==> src/rtl/bsg_demux_buffered.sv <==
// ============================================================================
//  Module      : bsg_demux_buffered
//  Description : Handshaked 1-to-els_p stream demultiplexer. One ready/valid
//                input carries a per-word lane select and fans out to els_p
//                valid/yumi lanes, each with a private 2-entry FIFO, so a
//                stalled consumer only blocks words destined for its lane.
//                Optional feature macro: BSG_DEMUX_BUFFERED_ERR_EN
//                (sticky error_o on out-of-range select, plus a warning).
//  Revision    : 1.0 - initial release
// ============================================================================
`default_nettype none

`ifndef BSG_SAFE_CLOG2
`define BSG_SAFE_CLOG2(x) (((x) <= 1) ? 1 : $clog2(x))
`endif

module bsg_demux_buffered #(
    parameter int width_p   = 8,
    parameter int els_p     = 2,
    parameter int lg_els_lp = `BSG_SAFE_CLOG2(els_p)
) (
    input  logic                     clk_i,
    input  logic                     reset_n_i,
    input  logic                     v_i,
    input  logic [width_p-1:0]       data_i,
    input  logic [lg_els_lp-1:0]     sel_i,
    output logic                     ready_o,
    output logic [els_p-1:0]         v_o,
    output logic [els_p*width_p-1:0] data_o,
    input  logic [els_p-1:0]         yumi_i,
    output logic                     error_o
);

    logic [els_p-1:0] sel_hit;      // one-hot decode of sel_i
    logic [els_p-1:0] lane_full;    // lane holds two words
    logic             sel_in_range; // sel_i names an existing lane

    // ------------------------------------------------------------------
    // Select decode. Only a non-power-of-2 lane count can see an
    // out-of-range select; the other cases are constant in range.
    // ------------------------------------------------------------------
    if (els_p == 1) begin : g_single
        logic sel_unused;
        assign sel_unused   = ^sel_i;
        assign sel_hit      = 1'b1;
        assign sel_in_range = 1'b1;
    end else begin : g_multi
        for (genvar k = 0; k < els_p; k++) begin : g_hit
            assign sel_hit[k] = (sel_i == lg_els_lp'(k));
        end
        if ((1 << lg_els_lp) == els_p) begin : g_pow2
            assign sel_in_range = 1'b1;
        end else begin : g_npow2
            localparam logic [lg_els_lp-1:0] ELS_C = lg_els_lp'(els_p);
            assign sel_in_range = (sel_i < ELS_C);
        end
    end

    // Out-of-range words are always accepted (and dropped); in-range words
    // wait only while their own lane is full. No full-bypass on yumi.
    assign ready_o = ~sel_in_range | ~|(sel_hit & lane_full);

    // ------------------------------------------------------------------
    // Per-lane 2-entry FIFO
    // ------------------------------------------------------------------
    for (genvar k = 0; k < els_p; k++) begin : g_lane
        logic [width_p-1:0] mem [2];
        logic [1:0]         count;
        logic               wptr;
        logic               rptr;
        logic               enq;
        logic               deq;

        assign enq = v_i & ready_o & sel_in_range & sel_hit[k];
        // Gated by occupancy so an illegal yumi can never underflow count
        assign deq = yumi_i[k] & (count != 2'd0);

        assign lane_full[k] = (count == 2'd2);
        assign v_o[k]       = (count != 2'd0);
        assign data_o[k*width_p +: width_p] = mem[rptr];

        // Occupancy and pointer bookkeeping; pointers wrap modulo 2
        always_ff @(posedge clk_i or negedge reset_n_i) begin
            if (!reset_n_i) begin
                count <= 2'd0;
                wptr  <= 1'b0;
                rptr  <= 1'b0;
            end else begin
                if (enq) wptr <= ~wptr;
                if (deq) rptr <= ~rptr;
                case ({enq, deq})
                    2'b10:   count <= count + 2'd1;
                    2'b01:   count <= count - 2'd1;
                    default: count <= count;
                endcase
            end
        end

        // Storage is deliberately left unreset; v_o qualifies data_o
        always_ff @(posedge clk_i) begin
            if (enq) mem[wptr] <= data_i;
        end
    end

    // ------------------------------------------------------------------
    // Sticky out-of-range error (optional)
    // ------------------------------------------------------------------
`ifdef BSG_DEMUX_BUFFERED_ERR_EN
    logic error_r;

    // Set on any accepted out-of-range word, held until reset
    always_ff @(posedge clk_i or negedge reset_n_i) begin
        if (!reset_n_i)
            error_r <= 1'b0;
        else if (v_i & ~sel_in_range)
            error_r <= 1'b1;
    end

    assign error_o = error_r;

`ifndef SYNTHESIS
    // Report the offending select value in simulation
    always_ff @(posedge clk_i) begin
        if (reset_n_i && v_i && !sel_in_range)
            $warning("bsg_demux_buffered: out-of-range sel_i=%0d dropped", sel_i);
    end
`endif
`else
    assign error_o = 1'b0;
`endif

`ifndef SYNTHESIS
    // A dequeue on an empty lane is a consumer protocol violation
    yumi_on_empty: assert property (@(posedge clk_i) disable iff (!reset_n_i)
        ((yumi_i & ~v_o) == '0))
        else $error("bsg_demux_buffered: yumi_i=%b while v_o=%b", yumi_i, v_o);
`endif

endmodule

`default_nettype wire

==> config.mk <==
export PLATFORM = sky130hd
export DESIGN_NAME = bsg_demux_buffered
export DESIGN_NICKNAME = d
export VERILOG_FILES = /design/src/rtl/bsg_demux_buffered.sv
export SDC_FILE = /design/constraint.sdc
export NUM_CORES = 1
export LEC_CHECK = 0
export ABC_AREA = 1
export CAP_MARGIN = 20
export CORE_MARGIN = 2
export CORE_UTILIZATION = 45
export CTS_CLUSTER_DIAMETER = 60
export DETAILED_ROUTE_END_ITERATION = 10
export GPL_TIMING_DRIVEN = 0
export PLACE_DENSITY = 0.72
export SLEW_MARGIN = 20
export SYNTH_ARGS = -nofsm -noshare
export SYNTH_HDL_FRONTEND = slang
export SYNTH_SLANG_ARGS = --single-unit
==> constraint.sdc <==
create_clock -name clk_i -period 4.24 [get_ports clk_i]
set_input_delay 0.636 -clock clk_i [delete_from_list [all_inputs] [get_ports clk_i]]
set_output_delay 0.636 -clock clk_i [all_outputs]
set_load 0.02 [all_outputs]
==> flow_metrics.tcl <==
set metrics [dict create \
    finalWirelength_um 2762 \
    critical_path_class "input port to primary output" \
    start_util_pct 47.91 \
    worstPathRequired_ns 3.60 \
    tightestPinTransition_ns 0.7102 \
    antenna_found_initial 0 \
    drt_first_iter_violations 26 \
    ctsRootBufferMaster "sky130_fd_sc_hd__clkbuf_4" \
    die_h_um 64.08 \
    detail_route.wl_per_cell_um 12.33 \
    post-route-util_pct 60.80 \
    syn_inst 138 \
    setup-violations-final 0 \
    num_io_pins 34 \
    post_synth_instance_area_mm2 0.001624 \
    drc 0 \
    hold_viol 0 \
    ys_seq_elements 40 \
    post_route_cells_drive_above_1_share_pct 8.427 \
    detailed_place.area_mm2 0.002002 \
    maxSlewViolCount 0 \
    postRouteAntennaNets 0 \
    rows 21 \
    placeableCoreArea_mm2 0.003390 \
    timing.setup.tns_ns 0 \
    syn_area_per_cell_um2 11.77 \
    grt_setup_unrepaired "false" \
    cts_tree "yes" \
    area_growth_syn_to_layout_pct 26.89 \
    layout.nets 193 \
    die_w_um 64.08 \
    grt_max_degree 13 \
    worst_hold_slack_ns 0.5048 \
    power-per-cell-area_mw_per_mm2 641.3 \
    ir_drop_mv 0.3366 \
    timing.critical_path.fanout_max 3 \
    postCtsResizedCells 0 \
    grt_pass1_wl_um 4795 \
    yosys.cell_types.count 21 \
    timing.final.crit_share_pct 62.25 \
    multi_input_area_um2 392.9 \
    run_status "finished clean" \
    synthTopCellsByArea "sky130_fd_sc_hd__edfxtp_1, sky130_fd_sc_hd__nand2_1, sky130_fd_sc_hd__dfrtp_1, sky130_fd_sc_hd__inv_1, sky130_fd_sc_hd__xor2_1" \
    timing.max_slew.rel_slack_pct 52.48 \
    cts.clk_slew.worst_paths_ns 0.10 \
    worst_clock_skew_ns 0.01436 \
    final_cell_area_mm2 0.002061 \
    yosys.area.top_type_share_pct 59.17 \
    synth.yosys.warnings 0 \
    worst-endpoint-arrival_ns 2.00 \
    power_leakage_nw 0.8777 \
    synth.net_count 154 \
    source_to_sink_clock_delay_at_the_later_pin_of_the_worst_skew_pair_ns 0.34 \
    buffer_ports.inserted 32 \
    synth.largest_area_cell "sky130_fd_sc_hd__edfxtp_1" \
    seq_area_mm2 0.001161 \
    gpl.final_weighted_congestion 0.7338 \
    number_of_buffers_between_clock_root_and_the_deepest_sink 2 \
    max_cap_viol_count 0 \
    timing.critical_path.from_type "input port" \
    holdBufCountCts 0 \
    via_to_cell_ratio 4.616 \
    dpl.hpwl_um 2037 \
    vias 1034 \
    maximum_level_of_the_cts_h_tree 2 \
    worst_hold_path_type "flop to flop" \
    num_antenna_cells 0 \
    die_area_mm2 0.004106 \
    firstDrtPassIters 4 \
    final_period_minus_worst_setup_slack_ns 2.639 \
    fillCellCount 270 \
    clkSinkCount 40 \
    seq_area_frac_synth_pct 71.49 \
    maxClockFrequency_mhz 378.9 \
    grt_pass1_vias 1017 \
    groute.usage.overall_pct 15.75 \
    timing.critical_path.to_type "primary output" \
    overflow 0 \
    postCtsSetupRepairBufs 0 \
    cts_made_buffers 5 \
]
==> flip-flops by register name (all words and copies together) (netlist names) <==
register,cells
g_lane.rptr,2
g_lane.mem,32
g_lane.count,4
g_lane.wptr,2
==> where the power goes <==
part / switching [mW] / total, mW / internal [mW] / leakage (nW)
combinational: 0.335 / 0.587 / 0.252 / 0.458
clock: 0.113 / 0.193 / 0.0796 / 0.0329
sequential: 0.0348 / 0.542 / 0.507 / 0.386
==> per-layer routing <==
metal	track usage, %	vias up	part of all wire (%)
met5	0	-	0
met4	5.707	0	1.7
met3	4.930	4	5.0
met2	27.34	31	53
met1	18.21	478	40
li1	-	521	-
==> worst max-delay path: stages <==
cell and delay [ns]:
sky130_fd_sc_hd__clkdlybuf4s50_1 0.50, sky130_fd_sc_hd__inv_1 0.08, sky130_fd_sc_hd__nand2_1 0.06, sky130_fd_sc_hd__o21ai_0 0.07
sky130_fd_sc_hd__inv_1 0.06, sky130_fd_sc_hd__clkdlybuf4s50_1 0.59
==> through the flow <==
step	setup WS, ns	cells	power (mW)
final	1.601	224	1.322
after global routing	1.539	224	1.418
after CTS	1.603	224	1.339
after detailed placement	1.618	216	1.145
after global placement	1.618	216	1.122
after floorplan	2.653	138	0.9034
==> layout by cell type, fill, tap and decap left out, drive strengths merged, types with 3 or more instances in the layout <==
cell / n
clkdlybuf4s50: 32
inv: 14
nor2: 3
edfxtp: 32
or2: 3
clkbuf: 7
xor2: 4
nand2: 60
buf: 3
dfrtp: 8
==> final cells by class <==
type	instances	share of cell area, %
clock buffers	7	2.672
flip-flops and latches	40	56.34
plain buffers	3	0.8500
multi-input cells	81	19.06
inverters	14	2.550
repair buffers	32	15.54
clock inverters	1	0.1821
well taps	46	2.793
==> synthesized netlist by cell type <==
library cell and n:
sky130_fd_sc_hd__xnor2_1 2, sky130_fd_sc_hd__buf_4 1, sky130_fd_sc_hd__inv_1 12, sky130_fd_sc_hd__conb_1 1, sky130_fd_sc_hd__nand2_4 1, sky130_fd_sc_hd__a21oi_1 2
sky130_fd_sc_hd__edfxtp_1 32, sky130_fd_sc_hd__o21ai_0 1, sky130_fd_sc_hd__buf_2 2, sky130_fd_sc_hd__ha_1 2, sky130_fd_sc_hd__xor2_2 1, sky130_fd_sc_hd__inv_2 2
sky130_fd_sc_hd__nand4_1 1, sky130_fd_sc_hd__dfrtp_1 8, sky130_fd_sc_hd__o211ai_2 1, sky130_fd_sc_hd__nand2_1 59, sky130_fd_sc_hd__nor2_1 3, sky130_fd_sc_hd__or2_1 2
sky130_fd_sc_hd__nand3_1 1, sky130_fd_sc_hd__or2_4 1, sky130_fd_sc_hd__xor2_1 3
==> path summary, 6_finish.rpt <==
path                                     from             endpoint  slack (ns)  cells past startpoint
max                                     sel_i              ready_o        1.60                      6
min                            g_lane[1].wptr       g_lane[1].wptr        0.50                      2
max reg2reg                g_lane[1].count[0]  g_lane[1].mem[1][7]        2.62                      4
min reg2reg                    g_lane[1].wptr       g_lane[1].wptr        0.50                      2
max in group asynchronous           reset_n_i   g_lane[0].count[0]        3.36                      1
min in group asynchronous           reset_n_i   g_lane[1].count[1]        0.59                      1
==> cell families after synthesis <==
family / synth area share, %
AND/OR/NAND/NOR: 17.03
flip-flops: 71.49
buffers and inverters: 4.315
XOR/XNOR: 3.699
AO/OA/AOI/OAI: 1.695
adder cells (fa/ha/maj): 1.541
other: 0.2309
Power figures use the tool's default switching activity.
==> RTL change: new RTL, config.mk and constraints unchanged <==
The parameter `width_p` goes from 8 to 9.
--- a/src/rtl/bsg_demux_buffered.sv
+++ b/src/rtl/bsg_demux_buffered.sv
@@ -15,7 +15,7 @@
 `endif
 
 module bsg_demux_buffered #(
-    parameter int width_p   = 8,
+    parameter int width_p   = 9,
     parameter int els_p     = 2,
     parameter int lg_els_lp = `BSG_SAFE_CLOG2(els_p)
 ) (
Interface: changed (resized data_i and data_o); port bits go from 34 to 37. The function was not compared with the original's and may differ.
==> RTL change against the unedited design <==
Non-clock buffer count grew 3. First-iteration DRC count grew 81%. Global-route usage grew 0.52 points. Synthesized area grew 8.5%. Cell area grew 9.9%. Power grew 13%. Core utilization grew 0.15 points. Largest cell class unchanged. Setup slack gained 12 ps. Wire length grew 14%. Critical path type unchanged. Highest routed layer unchanged. Sequential cell count grew 4.
==> RTL change: results (changes against the unedited design) <==
- Outcome: finished, final reports clean
- Biggest regs: g_lane.mem: 36 flops, g_lane.count: 4 flops
- Wl on met1: 1331 um (+20%)
- Worst r2r dst: g_lane[1].mem[1][2]
- Pre-Repair DR Iteration Count: 4 (unchanged)
- Worst R2R Path Depth: 4 (unchanged)
- R2R Setup Slk: 2550 ps (-70 ps)
- Synth cell count leaders: nand2_1, edfxtp_1, inv_1
- Maximum VDD drop: 304.9 uV (-9.4%)
- Fillers: 303 (+12%)
- Async SR Flop Fraction: 18.18% (-1.8 points)
- First-pass GRT wire length: 5140 um (+7.2%)
- Post-synth EDFFs: 36 (+13%)
- Post-Syn Nets: 165 (+7.1%)
- Root buf cell: clkbuf_8
- Port Buf Inserts: 35 (+9.4%)
- Vias in the first global route: 1128 (+11%)
- Share of layout cells above drive strength 1: 8.901% (+0.47 points)
- Top post-synthesis cells by area: edfxtp_1, nand2_1, dfrtp_1
- Post-synthesis sequential area ratio: 72.73% (+1.2 points)
- Largest net degree at the start of global routing: 14 (+1)
- GPL Wtd Cong: 0.7123 (-2.9%)
- Routed wire length: 3151 um (+14%)
- Initial DRC Count: 47 (+81%)
- Worst-Skew Late Latency: 290 ps (-50 ps)
- Vias per cell: 4.674 (+1.2%)
- Global Route Usage Sum: 16.27% (+0.52 points)
- WL met3: 186 um (+34%)
- DP HPWL: 2239 um (+9.9%)
- Layout Skew: 3.214 ps (-11.14 ps)
- Placed cell area: 2172 sq um (+8.5%)
- Leakage dissipation: 0.9588 nW (+9.2%)
- Wire length on met2: 1600 um (+9.3%)
- Clk slew on worst S/H paths: 80 ps (-20 ps)
## RTL change: changes by cell type in the layout (fill, tap and decap cells not counted)
cell,change
clkinv_1,-1
nand2_4,-1
nand2_2,+1
edfxtp_1,+4
nand2_1,+6
clkbuf_4,-5
clkbuf_8,+5
clkbuf_1,-1
clkdlybuf4s50_1,+3
clkinv_2,+2
## RTL change: per-layer routing
layer / vias to the layer above / global-route usage (%)
li1: 557 / -
met1: 524 / 20.36
met2: 32 / 27.25
met3: 4 / 5.574
met4: 0 / 3.827
met5: - / 0
## RTL change: cell families after synthesis
logic type / after synthesis / synth area share (%)
AND/OR/NAND/NOR: 74 / 16.69
adder cells (fa/ha/maj): 2 / 1.420
XOR/XNOR: 6 / 3.410
AO/OA/AOI/OAI: 4 / 1.562
flip-flops: 44 / 72.73
other: 1 / 0.2129
buffers and inverters: 17 / 3.977
## RTL change: cell type report
cell class	count	area [sq um]	area share [%]
Buffer	3	17.52	0.7735
Clock buffer	6	82.58	3.646
Clock inverter	2	10.01	0.4420
Inverter	14	52.55	2.320
Multi-Input combinational cell	87	410.4	18.12
Sequential cell	44	1281	56.57
Tap cell	48	60.06	2.652
Timing Repair Buffer	35	350.3	15.47
## RTL change: how the worst min path moves through the flow
stage / startpoint / end / slack (ps) / depth (start not counted)
global placement: g_lane[1].wptr / g_lane[1].wptr / 450 / 2
detailed placement: g_lane[1].wptr / g_lane[1].wptr / 480 / 2
CTS: g_lane[1].wptr / g_lane[1].wptr / 490 / 2
global route: g_lane[0].wptr / g_lane[0].wptr / 530 / 2
floorplan: reset_n_i / g_lane[0].count[0] / 340 / 0
finish: g_lane[1].wptr / g_lane[1].wptr / 490 / 2
## RTL change: through the flow
step	hold WS (ps)	instances	power [mW]	util, %	setup WS (ps)
floorplan	340.4	148	0.9758	-	2608
global placement	453.4	231	1.225	58.45	1613
detailed placement	475.9	231	1.251	58.45	1605
CTS	494.3	239	1.513	60.94	1605
global route	534.6	239	1.591	60.94	1535
finish	494.8	239	1.498	60.94	1613
## RTL change: report_power, final
part | switching, mW | internal [mW]
sequential | 0.0366 | 0.557
combinational | 0.374 | 0.269
clock | 0.131 | 0.130
total | 0.542 | 0.956
## RTL change: worst register-to-register path, delay by kind of cell, from the launching register on
kind | cells | cell delay, ps
DFF | 1 | 410
buffers and inverters | 1 | 80
and+or+nand+nor | 3 | 840
